--- src/rtl/pulse_tx_pkg.sv ---
// pulse_tx_pkg: shared types and default widths for the pulse transmitter
package pulse_tx_pkg;
    localparam int DURATION_BITS_DEF  = 8;
    localparam int FIFO_DEPTH_DEF     = 4;
    localparam int PRESCALER_BITS_DEF = 4;
    typedef enum logic {IDLE, RUN} seq_state_t;
    typedef struct packed {
        logic                         level;
        logic [DURATION_BITS_DEF-1:0] duration;
    } symbol_t;
endpackage

--- src/rtl/pulse_symbol_fifo.sv ---
// pulse_symbol_fifo: circular-pointer symbol FIFO with occupancy count and flush
module pulse_symbol_fifo import pulse_tx_pkg::*; #(
    parameter int DEPTH = FIFO_DEPTH_DEF,
    parameter int WIDTH = $bits(symbol_t)
) (
    input  logic                   clk,
    input  logic                   rst_n,
    input  logic                   flush,
    input  logic                   push,
    input  logic                   pop,
    input  logic [WIDTH-1:0]       wdata,
    output logic [WIDTH-1:0]       rdata,
    output logic                   full,
    output logic                   empty,
    output logic [$clog2(DEPTH):0] count
);
    localparam int AW = $clog2(DEPTH);
    logic [WIDTH-1:0] mem [DEPTH];
    logic [AW-1:0] wr_ptr, rd_ptr;
    logic do_push, do_pop;
    assign full    = count == (AW+1)'(DEPTH);
    assign empty   = count == '0;
    assign do_push = push && !full && !flush;
    assign do_pop  = pop && !empty && !flush;
    assign rdata   = mem[rd_ptr];
    always_ff @(posedge clk or negedge rst_n)
        if (!rst_n) begin
            wr_ptr <= '0;
            rd_ptr <= '0;
            count  <= '0;
        end else if (flush) begin
            wr_ptr <= '0;
            rd_ptr <= '0;
            count  <= '0;
        end else begin
            wr_ptr <= wr_ptr + AW'(do_push);
            rd_ptr <= rd_ptr + AW'(do_pop);
            count  <= count + (AW+1)'(do_push) - (AW+1)'(do_pop);
        end
    always_ff @(posedge clk)
        if (do_push) mem[wr_ptr] <= wdata;
endmodule

--- src/rtl/pulse_symbol_sequencer.sv ---
// pulse_symbol_sequencer: plays queued level/duration symbols, timed by prescaler toggle ticks
module pulse_symbol_sequencer import pulse_tx_pkg::*; #(
    parameter int DURATION_BITS = DURATION_BITS_DEF,
    parameter int FIFO_DEPTH    = FIFO_DEPTH_DEF
) (
    input  logic                         clk,
    input  logic                         sys_rst_n,
    input  logic                         enable,
    input  logic                         flush,
    input  logic                         idle_level,
    input  logic                         sym_valid,
    output logic                         sym_ready,
    input  logic                         sym_level,
    input  logic [DURATION_BITS-1:0]     sym_duration,
    input  logic                         tick_toggle,
    output logic                         timer_clear,
    output logic                         pulse_out,
    output logic                         busy,
    output logic                         done,
    output logic [$clog2(FIFO_DEPTH):0]  fifo_count
);
    localparam int SW = DURATION_BITS + 1;
    seq_state_t state, state_n;
    logic prev_toggle, entry, entry_n, pulse_n, clear_n, done_n, pop, full, empty, tick;
    logic [DURATION_BITS-1:0] remaining, rem_n;
    logic [SW-1:0] head;
    assign sym_ready = !full;
    // the entry cycle of RUN ignores ticks so a stale toggle from clear release cannot count
    assign tick = (tick_toggle ^ prev_toggle) && !entry;
    pulse_symbol_fifo #(.DEPTH(FIFO_DEPTH), .WIDTH(SW)) u_fifo (
        .clk(clk), .rst_n(sys_rst_n), .flush(flush), .push(sym_valid), .pop(pop),
        .wdata({sym_level, sym_duration}), .rdata(head), .full(full), .empty(empty),
        .count(fifo_count)
    );
    always_comb begin
        state_n = state;
        pulse_n = pulse_out;
        rem_n   = remaining;
        clear_n = timer_clear;
        done_n  = 1'b0;
        entry_n = 1'b0;
        pop     = 1'b0;
        if (state == IDLE) begin
            clear_n = 1'b1;
            pulse_n = idle_level;
            if (enable && !empty) begin
                pop     = 1'b1;
                state_n = RUN;
                pulse_n = head[SW-1];
                rem_n   = head[DURATION_BITS-1:0];
                clear_n = 1'b0;
                entry_n = 1'b1;
            end
        end else if (tick) begin
            if (remaining != '0) begin
                rem_n = remaining - 1'b1;
            end else if (enable && !empty) begin
                pop     = 1'b1;
                pulse_n = head[SW-1];
                rem_n   = head[DURATION_BITS-1:0];
            end else begin
                state_n = IDLE;
                pulse_n = idle_level;
                clear_n = 1'b1;
                done_n  = 1'b1;
            end
        end
        if (flush) begin
            state_n = IDLE;
            pulse_n = idle_level;
            clear_n = 1'b1;
            done_n  = 1'b0;
            entry_n = 1'b0;
            pop     = 1'b0;
        end
    end
    always_ff @(posedge clk or negedge sys_rst_n)
        if (!sys_rst_n) begin
            state       <= IDLE;
            prev_toggle <= 1'b0;
            entry       <= 1'b0;
            remaining   <= '0;
            pulse_out   <= 1'b0;
            timer_clear <= 1'b1;
            busy        <= 1'b0;
            done        <= 1'b0;
        end else begin
            state       <= state_n;
            prev_toggle <= tick_toggle;
            entry       <= entry_n;
            remaining   <= rem_n;
            pulse_out   <= pulse_n;
            timer_clear <= clear_n;
            busy        <= state_n == RUN;
            done        <= done_n;
        end
endmodule

--- config.mk ---
export PLATFORM = sky130hd
export DESIGN_NAME = pulse_symbol_sequencer
export DESIGN_NICKNAME = d
export VERILOG_FILES = /design/src/rtl/pulse_tx_pkg.sv /design/src/rtl/pulse_symbol_fifo.sv /design/src/rtl/pulse_symbol_sequencer.sv
export SDC_FILE = /design/constraint.sdc
export NUM_CORES = 1
export LEC_CHECK = 0
export CAP_MARGIN = 20
export CORE_MARGIN = 4
export CORE_UTILIZATION = 50
export CTS_CLUSTER_DIAMETER = 60
export DETAILED_ROUTE_END_ITERATION = 10
export PLACE_DENSITY = 0.71
export SETUP_SLACK_MARGIN = 0.02
export SLEW_MARGIN = 20
export SYNTH_ARGS = -nofsm -noshare
export SYNTH_HDL_FRONTEND = slang
export SYNTH_SLANG_ARGS = --single-unit
export TNS_END_PERCENT = 10
--- constraint.sdc ---
create_clock -name clk -period 6.39 [get_ports clk]
set_input_delay 1.917 -clock clk [delete_from_list [all_inputs] [get_ports clk]]
set_output_delay 1.917 -clock clk [all_outputs]
set_load 0.01 [all_outputs]
======== Yosys cells after proc, flatten, opt, wreduce, memory -nomap -nowiden ========
Memories as Yosys holds them, arrays and structs flattened.
Cells that the tools add are included.
operators by class
  $add $sub $neg .......................... 5
  $mul .................................... 0
  div/mod/pow operators ................... 0
  $lt $le $gt $ge ......................... 0
  equal/unequal tests ..................... 5
  shift operators ......................... 0
  multiplexer cells ....................... 35
  bitwise operators ....................... 1
  reduce and logical (&&, ||, !) cells .... 14
operators with widths
  kind                                               count
  2-to-1 mux 8 bit                                   4
  2-to-1 mux 1 bit                                   28
  nonzero test 8 bit                                 1
  subtractor 8 x 1 -> 8 bit (second input constant)  1
  logical AND 1 bit                                  6
  != test 3 bit (second input constant)              2
  adder 2 x 1 -> 2 bit                               2
  logical NOT 1 bit                                  4
  2-to-1 mux 2 bit                                   2
  adder 3 x 1 -> 3 bit                               1
  equality test 3 bit (second input constant)        1
  logical NOT 3 bit                                  1
  2-to-1 mux 3 bit                                   1
  != test 3 x 2 -> 1 bit (second input constant)     1
  AND reduction 3 bit                                1
  subtractor 3 x 1 -> 3 bit                          1
  != test 2 x 1 -> 1 bit (second input constant)     1
  AND reduction 2 bit                                1
  bitwise XOR 1 bit                                  1
word-level totals
  register bits ........................... 21
  bits in latches ......................... 0
  bits in writable memories ............... 36
  ROM bits ................................ 0
  bits of input ports ..................... 16
  output and inout port bits .............. 8
  logic and storage cells ................. 71
  memories kept ........................... 1
memories
  name        depth  bits a word  read ports  clocked after memory_dff  write ports  line                     RTL
  u_fifo.mem  4      9            1           0                         1            pulse_symbol_fifo.sv:18  logic [WIDTH-1:0] mem [DEPTH];

======== Logic depth before layout (Yosys ltp) ========
Gate-level depths: netlist of run 1.
  depth after elaboration ................. 12
  mapped depth ............................ 14
  gate-level depth less buffers ........... 13

======== By module ========
From an unflattened synthesis of run 1, not the netlist that was laid out.
unflattened totals
  cells, all modules ...................... 178
  area, all modules ....................... 2615.0 um^2
by module, submodules not included
  module                  instances  cells each  area an instance (um^2)  sequential area each (um^2)
  pulse_symbol_fifo       1          83          1712.9                   1256.2
  pulse_symbol_sequencer  1          95          902.1                    351.6

======== Least setup slack after synthesis of run 1 ========
No wires, ideal clock.
  path type ............................... in2reg
  start ................................... in tick_toggle
  end ..................................... reg u_fifo.count[2]
  setup time .............................. 132 ps
  arrival ................................. 3987 ps
  required time ........................... 6258 ps
  slack ................................... 2271 ps
  cell stages on the path ................. 12
  buffers on the path ..................... 1
  cells stage by stage .................... xnor2_1 -> o21a_1 -> buf_4 -> nor4_1 -> ha_1 -> inv_1 -> ha_1 -> inv_1 -> fa_1 -> xor2_1 -> xnor2_1 -> nor2_1
between the ends
  word-level cells in the longest chain between the ends .. 9
ends and longest elaborated chain
  item                            line                          RTL
  start, declared                 pulse_symbol_sequencer.sv:15  input logic tick_toggle,
  bitwise XOR 1 bit               pulse_symbol_sequencer.sv:29  assign tick = (tick_toggle ^ prev_toggle) && !entry;
  logical AND 1 bit               pulse_symbol_sequencer.sv:29
  2-to-1 mux 1 bit                pulse_symbol_sequencer.sv:54  end else if (tick) begin
  2-to-1 mux 1 bit                pulse_symbol_sequencer.sv:43  if (state == IDLE) begin
  2-to-1 mux 1 bit                pulse_symbol_sequencer.sv:68  if (flush) begin
  logical AND 1 bit (2 in a row)  pulse_symbol_fifo.sv:24       assign do_pop = pop && !empty && !flush;
  subtractor 3 x 1 -> 3 bit       pulse_symbol_fifo.sv:38       count <= count + (AW+1)'(do_push) - (AW+1)'(do_pop);
  2-to-1 mux 3 bit                pulse_symbol_fifo.sv:31       end else if (flush) begin
  end signal, assigned            pulse_symbol_fifo.sv:38
  end, declared                   pulse_symbol_fifo.sv:15       output logic [$clog2(DEPTH):0] count
No other way between the ends.
A chain may end at the register's enable or synchronous reset.

======== Worst setup path after layout of run 1 ========
Same ends and word-level chain as after synthesis.

==> run summary, run 1 <==
## Drt
• **vias after detailed routing** 1607
• **Residual DRC** 0
• **via density per instance** 5.72
• **DR iter-0 viols** 135
• **detailed-route wire length** 4.92 mm
• **iteration count of the initial detailed-routing pass** 4
• **Post-DRT Antenna Nets** 0
• **Routed WL per cell** 17.5 um

## Clock network
• **Clk Tree Root Cell** sky130_fd_sc_hd__clkbuf_8
• **clock latency reported for the late side of the worst-skew pair** 0.33 ns
• **total of hold buffers inserted after clock tree synthesis** 0
• **TritonCTS buffer count** 9
• **number of buffers between clock root and the deepest sink** 2
• **count of buffers added by post-CTS timing repair for setup** 0
• **Num Clock Sinks** 57
• **clock transition at the registers of the reported paths** 0.07 ns
• **number of gates resized after CTS** 0
• **TritonCTS clock tree** yes
• **deepest level of the CTS H-tree** 3

## GRT
• **total overflow reported by the global router** 0
• **antenna violations before repair** 0
• **maximum number of pins on one net before global-route repair** 22
• **global-route total usage across every layer** 17.4%
• **number of global-route vias before repair** 1596
• **wire length of the first global-routing pass** 8.18 mm

## Synthesis
• **number of warning messages in the yosys log** 0
• **ranking of synthesized cells by instance count** sky130_fd_sc_hd__edfxtp_1 (36), sky130_fd_sc_hd__dfrtp_1 (20), sky130_fd_sc_hd__nor2_1 (13)
• **Mapped Avg Cell Area** 14.5 sq um
• **cells taking the most area after synthesis** sky130_fd_sc_hd__edfxtp_1 (42%), sky130_fd_sc_hd__dfrtp_1 (19%), sky130_fd_sc_hd__mux4_2 (7.8%), sky130_fd_sc_hd__ha_1 (2.9%), sky130_fd_sc_hd__nor2_1 (1.9%)
• **most used standard cell by instance count after synthesis** sky130_fd_sc_hd__edfxtp_1
• **Seq/Total Area, Yosys** 61.8%
• **Mapped Nets** 203
• **number of flops mapped to enable cells by yosys** 36
• **number of distinct library cell variants in the gate-level netlist after synthesis** 50
• **post-synthesis cell type with the largest combined area** sky130_fd_sc_hd__edfxtp_1
• **fraction of registers with async set or reset after synthesis** 36.8%
• **most used flip-flop cell after synthesis** sky130_fd_sc_hd__edfxtp_1
• **number of instances in the synthesized netlist** 180
• **flops & latches, synth** 57
• **cell area after synthesis** 2600 sq um
• **Yosys top cell area share** 41.6%

## Timing
• **Worst Skew** 0.00758 ns
• **worst-case setup margin in the final layout** 1.96 ns
• **Setup-failing EPs final** 0
• **final number of hold-violating endpoints** 0
• **post-route clock period utilization** 69.3%
• **sum of negative setup slack** 0 ns
• **worst hold slack** 0.470 ns
• **upper clock frequency limit** 0.226 GHz
• **post-route minimum period** 4.43 ns
• **RSZ-0062 raised after global routing** false
• **pins over their slew limit** 0
• **slew of the pin with the lowest slew margin** 0.902 ns
• **relative max-transition margin** 39.9%

## Setup path
• **data required time at the worst endpoint** 6.59 ns
• **Worst setup SP type** input port
• **category of the critical setup timing path** in2reg
• **highest fanout seen on the critical path** 11
• **type of element capturing the critical path** register
• **crit path DAT** 4.62 ns

## Floorplan
• **height of the die** 80.1 um
• **area of the die** 6420 sq um
• **die width** 80.1 um
• **starting utilization of the core area** 53.3%
• **area of the core** 4880 sq um
• **I/O pin cnt** 24
• **row count** 25

## Placement
• **buffers added on ports** 23
• **post-placement cell count** 265
• **dpl hpwl** 3.43 mm
• **post-placement worst setup slack** 1.63 ns
• **weighted congestion at the end of routability-driven global placement** 0.888

## Final layout
• **number of nets in the finished design** 232
• **area grow syn2layout** 18.1%
• **diode count** 0
• **final non-filler cell total** 281
• **fraction of layout cells with a size suffix above 1** 16.8%
• **Layout fillers** 382

## Power and ir drop
• **standby leakage power** 1.10 nW
• **PD cells** 371 nW/um^2
• **Worst VDD drop** 0.000168 V

## Outcome
• **outcome** completed

## Run
• **max-cap violations** 0

## Worst hold path
• **worst min-delay path class** reg2reg

==> worst paths after layout <==
check / from / endpoint / slack (ns) / depth (start not counted)
max in group asynchronous: sys_rst_n / timer_clear / 4.49 / 1
min: timer_clear / timer_clear / 0.47 / 2
max: tick_toggle / u_fifo.count[2] / 1.96 / 12
min reg2reg: timer_clear / timer_clear / 0.47 / 2
min in group asynchronous: sys_rst_n / remaining[7] / 1.54 / 1
max reg2reg: remaining[1] / u_fifo.count[2] / 2.99 / 13
==> per-stage QoR <==
stage | cell area (sq um) | util (%) | power, mW
global route | 3070 | 62.9 | 1.21
detailed placement | 2880 | 59.1 | 0.822
CTS | 3080 | 63.1 | 1.15
floorplan | 2600 | - | 0.727
global placement | 2880 | 59.1 | 0.809
finish | 3070 | 62.9 | 1.14
==> metal layers <==
layer  wire length [um]  track usage (%)  up-vias
li1                   -                -      756
met3                196             6.17        4
met4                 41             6.25        0
met5                  0                0        -
met2               2520             27.6       40
met1               2160             22.1      807
==> layout by cell type, fill, tap and decap left out, types with 3 or more instances in the layout <==
master                             n
sky130_fd_sc_hd__clkdlybuf4s50_1  22
sky130_fd_sc_hd__nor2_1           13
sky130_fd_sc_hd__edfxtp_1         36
sky130_fd_sc_hd__dfrtp_1          20
sky130_fd_sc_hd__clkbuf_8          9
sky130_fd_sc_hd__inv_1             9
sky130_fd_sc_hd__mux4_2            9
sky130_fd_sc_hd__nor3_1            3
sky130_fd_sc_hd__xnor2_1           4
sky130_fd_sc_hd__nor4_1            6
sky130_fd_sc_hd__nand3_1           6
sky130_fd_sc_hd__nor2b_1           4
sky130_fd_sc_hd__a21oi_1           4
sky130_fd_sc_hd__nand2_1           9
sky130_fd_sc_hd__mux2i_1           4
sky130_fd_sc_hd__ha_1              6
==> critical path, cell delays in order <==
cell and delay [ns]:
sky130_fd_sc_hd__clkdlybuf4s50_1 0.43, sky130_fd_sc_hd__xnor2_1 0.23, sky130_fd_sc_hd__o21a_1 0.34, sky130_fd_sc_hd__nor4_1 0.43, sky130_fd_sc_hd__ha_1 0.31, sky130_fd_sc_hd__inv_1 0.06, sky130_fd_sc_hd__ha_1 0.13, sky130_fd_sc_hd__inv_1 0.04
sky130_fd_sc_hd__fa_1 0.37, sky130_fd_sc_hd__xor2_1 0.16, sky130_fd_sc_hd__xnor2_1 0.14, sky130_fd_sc_hd__nor2_1 0.06
==> flip-flops by register name, indices dropped and copies added, names as in the netlist <==
| register | cells |
|---|---|
| u_fifo.mem | 36 |
| remaining | 8 |
| u_fifo.count | 3 |
| u_fifo.rd_ptr | 2 |
| u_fifo.wr_ptr | 2 |
| done | 1 |
| entry | 1 |
| prev_toggle | 1 |
| pulse_out | 1 |
| state | 1 |
| timer_clear | 1 |
==> cells by family (layout without fill, tap and decap cells) <==
| family | after synthesis | count (layout) | share of synthesized area, % |
|---|---|---|---|
| adder cells (fa/ha/maj) | 7 | 7 | 3.66 |
| flip-flops | 57 | 57 | 61.8 |
| AND/OR/NAND/NOR | 55 | 55 | 11.8 |
| multiplexers | 14 | 14 | 9.76 |
| AO/OA/AOI/OAI | 26 | 26 | 7.99 |
| buffers and inverters | 16 | 50 | 3.32 |
| XOR/XNOR | 5 | 5 | 1.68 |
==> power breakdown <==
part / internal, mW / leakage (nW) / switching, mW / total [mW]
clock network: 0.179 / 0.0909 / 0.145 / 0.324
logic: 0.151 / 0.420 / 0.148 / 0.299
registers: 0.446 / 0.588 / 0.0717 / 0.518
==> final cells by class <==
cell class                      instances  area, sq um  area share (%)
Clock buffer                            9          124            4.03
Clock inverter                          7         70.1            2.28
Inverter                                9         33.8            1.10
Multi-Input combinational cell        107          912            29.7
Sequential cell                        57         1610            52.3
Tap cell                               67         83.8            2.73
Timing Repair Buffer                   25          240            7.82
(Power assumes the default switching activity.)
==> run 2, diff against run 1 <==
Clock period 6.39 ns to 4.55 ns, I/O delays scaled along.
==> run summary, run 2 (synthesized netlist as in run 1, its figures left out) <==
## Power and ir drop
• **Worst VDD drop** 0.000260 V
• **part of the total power dissipated in combinational logic** 26.8%
• **internal portion of total power** 1.04 mW
• **Seq pwr share** 46.5%
• **standby leakage power** 1.10 nW
• **Switching Share** 33.3%
• **Tot Pwr** 1.56 mW
• **clock network power share** 26.7%
• **PD cells** 508 nW/um^2
• **net switching power** 519 uW

## Clock network
• **number of buffers between clock root and the deepest sink** 2
• **number of gates resized after CTS** 0
• **clock transition at the registers of the reported paths** 0.07 ns
• **TritonCTS clock tree** yes
• **count of buffers added by post-CTS timing repair for setup** 0
• **TritonCTS buffer count** 9
• **Num Clock Sinks** 57
• **Clk Tree Root Cell** sky130_fd_sc_hd__clkbuf_8
• **clock latency reported for the late side of the worst-skew pair** 0.33 ns
• **total of hold buffers inserted after clock tree synthesis** 0
• **deepest level of the CTS H-tree** 3

## Drt
• **Post-DRT Antenna Nets** 0
• **Residual DRC** 0
• **detailed-route wire length** 4.88 mm
• **iteration count of the initial detailed-routing pass** 4
• **DR iter-0 viols** 148
• **vias after detailed routing** 1626
• **Routed WL per cell** 17.2 um
• **via density per instance** 5.75

## GRT
• **global routing's busiest layer** met2
• **maximum number of pins on one net before global-route repair** 22
• **total overflow reported by the global router** 0
• **fraction of met3 tracks used by global routing** 4.26%
• **wire length of the first global-routing pass** 8.23 mm
• **antenna violations before repair** 0
• **global-route met1 utilization** 21.0%
• **global-route total usage across every layer** 17.5%
• **number of global-route vias before repair** 1729
• **met2 global-route usage** 29.5%

## Timing
• **pins over their slew limit** 0
• **Worst Skew** 0.00716 ns
• **final number of hold-violating endpoints** 0
• **upper clock frequency limit** 0.256 GHz
• **slew of the pin with the lowest slew margin** 0.883 ns
• **sum of negative setup slack** 0 ns
• **Setup-failing EPs final** 0
• **post-route clock period utilization** 85.7%
• **post-route minimum period** 3.90 ns
• **RSZ-0062 raised after global routing** false
• **worst-case setup margin in the final layout** 0.650 ns
• **relative max-transition margin** 41.2%
• **worst hold slack** 0.467 ns

## Final layout
• **area grow syn2layout** 17.9%
• **Largest regs** u_fifo.mem: 36 flops, remaining: 8 flops, u_fifo.count: 3 flops
• **most common cell after layout, fill and taps aside** sky130_fd_sc_hd__edfxtp_1
• **Biggest register** u_fifo.mem
• **number of nets in the finished design** 234
• **most frequent cells in the layout** sky130_fd_sc_hd__edfxtp_1 (36), sky130_fd_sc_hd__clkdlybuf4s50_1 (22), sky130_fd_sc_hd__dfrtp_1 (20)
• **diode count** 0
• **fraction of layout cells with a size suffix above 1** 18.1%
• **core utilization of the finished layout** 62.8%
• **number of flip-flops in the largest register** 36

## Setup path
• **Worst setup endpoint** u_fifo.count[2]
• **data required time at the worst endpoint** 4.76 ns
• **type of element capturing the critical path** register
• **flop2flop setup slack** 1.20 ns
• **origin of the critical flop-to-flop path** remaining[0]
• **highest fanout seen on the critical path** 11
• **Worst setup SP type** input port
• **Worst setup startpoint** tick_toggle
• **crit path DAT** 4.11 ns
• **number of cell instances on the worst register-to-register path** 13
• **category of the critical setup timing path** in2reg
• **endpoint of the lowest-slack register-to-register path** u_fifo.count[2]

## Placement
• **weighted congestion at the end of routability-driven global placement** 0.886
• **post-placement worst setup slack** 0.298 ns
• **dpl hpwl** 3.54 mm
• **buffers added on ports** 23

## Floorplan
• **starting utilization of the core area** 53.3%
• **area of the die** 6420 sq um
• **die width** 80.1 um
• **area of the core** 4880 sq um
• **height of the die** 80.1 um
• **I/O pin cnt** 24
• **row count** 25

## Outcome
• **outcome** completed

## Worst hold path
• **worst min-delay path class** reg2reg

## Run
• **max-cap violations** 0

-- run 2: changes by cell type in the layout (fill, tap and decap cells not counted), sizes merged --
cell / delta
buf: +2
bufinv: -1
inv: +1
-- run 2: power groups by stage --
| stage | sequential, mW | combinational (mW) | clock [mW] |
|---|---|---|---|
| 4_1_cts | 0.725 | 0.422 | 0.427 |
| 2_1_floorplan | 0.706 | 0.314 | 0 |
| 6_report | 0.725 | 0.418 | 0.416 |
| 5_1_grt | 0.741 | 0.467 | 0.454 |
| 3_5_place_dp | 0.735 | 0.421 | 0 |
| 3_3_place_gp | 0.731 | 0.406 | 0 |
-- run 2: critical path, stage by stage --
cell and delay (ns):
sky130_fd_sc_hd__clkdlybuf4s50_1 0.44, sky130_fd_sc_hd__xnor2_1 0.23, sky130_fd_sc_hd__o21a_1 0.33, sky130_fd_sc_hd__nor4_1 0.47
sky130_fd_sc_hd__ha_1 0.31, sky130_fd_sc_hd__inv_1 0.05, sky130_fd_sc_hd__ha_1 0.12, sky130_fd_sc_hd__inv_1 0.04
sky130_fd_sc_hd__fa_1 0.37, sky130_fd_sc_hd__xor2_1 0.17, sky130_fd_sc_hd__xnor2_1 0.14, sky130_fd_sc_hd__nor2_1 0.06
-- run 2: how the worst min path moves through the flow --
| stage | slack, ns | end | cells after the start | startpoint |
|---|---|---|---|---|
| finish | 0.47 | timer_clear | 2 | timer_clear |
| global route | 0.49 | timer_clear | 2 | timer_clear |
| CTS | 0.47 | timer_clear | 2 | timer_clear |
| detailed placement | 0.46 | timer_clear | 2 | timer_clear |
| global placement | 0.46 | timer_clear | 2 | timer_clear |
| floorplan | 0.47 | timer_clear | 2 | timer_clear |
-- run 2: cell type report --
class                   instances  area, sq um
clock buffers                   9          124
clock inverters                 7         55.1
well taps                      67         83.8
fillers                       384         1810
multi-input cells             107          907
repair buffers                 27          255
inverters                       9         33.8
flip-flops and latches         57         1610
-- run 2: metrics by stage --
stage               cells  instance area, sq um
floorplan             180                  2600
global placement      267                  2890
detailed placement    267                  2890
CTS                   283                  3070
global route          283                  3070
finish                283                  3070
-- run 2: routing by layer --
layer | wire length (um) | share of wire [%]
met1 | 2050 | 42
met2 | 2550 | 52
met3 | 231 | 4.7
met4 | 44 | 0.90
met5 | 0 | 0
==> patch, RTL diff (flow settings as in run 2) <==
Register the output `fifo_count`, without a reset; this adds one clock of latency there. The other outputs are not delayed to match.
--- a/src/rtl/pulse_symbol_sequencer.sv
+++ b/src/rtl/pulse_symbol_sequencer.sv
@@ -20,6 +20,8 @@
     output logic [$clog2(FIFO_DEPTH):0]  fifo_count
 );
     localparam int SW = DURATION_BITS + 1;
+
+    logic [$clog2(FIFO_DEPTH):0] fifo_count_d;
     seq_state_t state, state_n;
     logic prev_toggle, entry, entry_n, pulse_n, clear_n, done_n, pop, full, empty, tick;
     logic [DURATION_BITS-1:0] remaining, rem_n;
@@ -30,7 +32,7 @@
     pulse_symbol_fifo #(.DEPTH(FIFO_DEPTH), .WIDTH(SW)) u_fifo (
         .clk(clk), .rst_n(sys_rst_n), .flush(flush), .push(sym_valid), .pop(pop),
         .wdata({sym_level, sym_duration}), .rdata(head), .full(full), .empty(empty),
-        .count(fifo_count)
+        .count(fifo_count_d)
     );
     always_comb begin
         state_n = state;
@@ -94,5 +96,9 @@
             busy        <= state_n == RUN;
             done        <= done_n;
         end
+    always_ff @(posedge clk) begin
+        fifo_count <= fifo_count_d;
+    end
+
 endmodule
 
Formal check against the unedited RTL: not equivalent (a bounded check fails within 4 cycles, from zero or initial values and one cycle with sys_rst_n low).
==> patch against run 2 <==
- synthesized cell count increased by 3.9%
- area after synthesis increased by 2.9%
- fmax increased by 6.1%
- via count increased by 3.1%
- cell area increased by 3.4%
- total power increased by 7.0%
- sequential cell count increased by 3
- utilization decreased by 1.1 points
- die area increased by 2.6%
- clock power increased by 5.5%
- worst hold slack got worse by 12 ps
- routed wire length increased by 3.1%
- worst setup slack improved by 220 ps
==> patch: results (changes against run 2) <==
DR top layer=met4; hold path endpoint=fifo_count[0]; Syn Area/Cell=14.3 um2 (-0.97%); R2R depth=14 (+1); WL final=5.03 mm (+3.1%); setup tns final=0 ps (unchanged); hold_ws=455 ps (-11.8 ps); syn_nets=210 (+3.4%); placed cell area=0.00300 mm2 (+3.5%); CTS resizes=0 (unchanged); DR vias=1677 (+3.1%); final setup margin=874 ps (+224 ps); fin nets=243 (+3.8%); vias in the first global route=1763 (+2.0%); Clock transition at path regs=60 ps; Commonest cells post-synth=edfxtp_1 (36), dfrtp_1 (20), nor2_1 (14), inv_1 (9), mux4_2 (9); hold path start=u_fifo.count[0]; layout cell share with drive strength beyond 1=16.9% (-1.2 points); # setup viols final=0 (unchanged); pre-CTS WS=569 ps (+271 ps); number of synthesized flops with an enable pin=36 (unchanged); DPL Wire Length=3.51 mm (-0.89%); Clock Skews=3.41 ps (-3.75 ps); Non-Filler Instances=295 (+4.2%); Top FF cell, synth=edfxtp_1; RR Endpoint=u_fifo.count[2]; Peak VDD IR=246 uV (-5.7%); status=complete, no violations; total track usage=17.9% (+0.44 points); crit path max fanout=3 (-8); Post-synth ARST share=35.0% (-1.8 points); Critical Path AT=3890 ps (-220 ps); Hold Crit Depth=0 (-2); met2 WL=2.60 mm (+2.0%); Lkg Pwr=1.16 nW (+5.5%); first-pass GRT wire length=8.54 mm (+3.8%); clock buffer depth=2 (unchanged); met3 Usage GRT=5.32% (+1.1 points); Slowest cell on crit path=clkdlybuf4s50_1; largest registers=u_fifo.mem x36, remaining x8; Synth cell types=48 (-4.0%); Least-Margin Pin Slew=830 ps (-53.0 ps); port bufs=23 (unchanged); # DRC=0 (unchanged); GR Util met2=29.6% (+0.17 points); met1 WL=2.10 mm (+2.3%); Cells after DPL=279 (+4.5%); top cells by area, synth=edfxtp_1 (40%), dfrtp_1 (19%), mux4_2 (7.6%); sequential area share after synthesis=62.3% (+0.51 points); Starting DRT DRC Count=140 (-5.4%); worst hold path class=flip-flop to flip-flop; GP Congestion=0.843 (-4.8%); largest net degree at the start of global routing=22 (unchanged); met3 WL post-DR=199 um (-14%); met1 usage=21.4% (+0.41 points); FF-to-FF setup slack=1440 ps (+240 ps); Top Family by Delay on Critical Path=adder cells
==> patch: cell types whose count changed in the layout (fill, tap and decap cells not counted), sizes merged, moves of 3 or more <==
cell | before | now
nand3 | 6 | 3
dfxtp | 0 | 3
a211oi | 2 | 6
nor3 | 3 | 7
==> patch: kinds of logic after synthesis <==
family / synth area share (%)
flip-flops: 62.3
AND/OR/NAND/NOR: 11.4
AO/OA/AOI/OAI: 8.42
buffers and inverters: 2.90
multiplexers: 9.49
adder cells (fa/ha/maj): 3.55
XOR/XNOR: 1.96
==> patch: layout make-up <==
class	instances	area (um2)
Multi-Input combinational cell	111	931
Clock buffer	9	124
Clock inverter	7	57.6
Fill cell	427	1970
Timing Repair Buffer	29	270
Tap cell	70	87.6
Sequential cell	60	1670
Inverter	9	33.8
==> patch: report_power, final <==
group	switching, W	internal, W
registers	0.000100	0.000662
logic	0.000234	0.000232
clock network	0.000195	0.000244
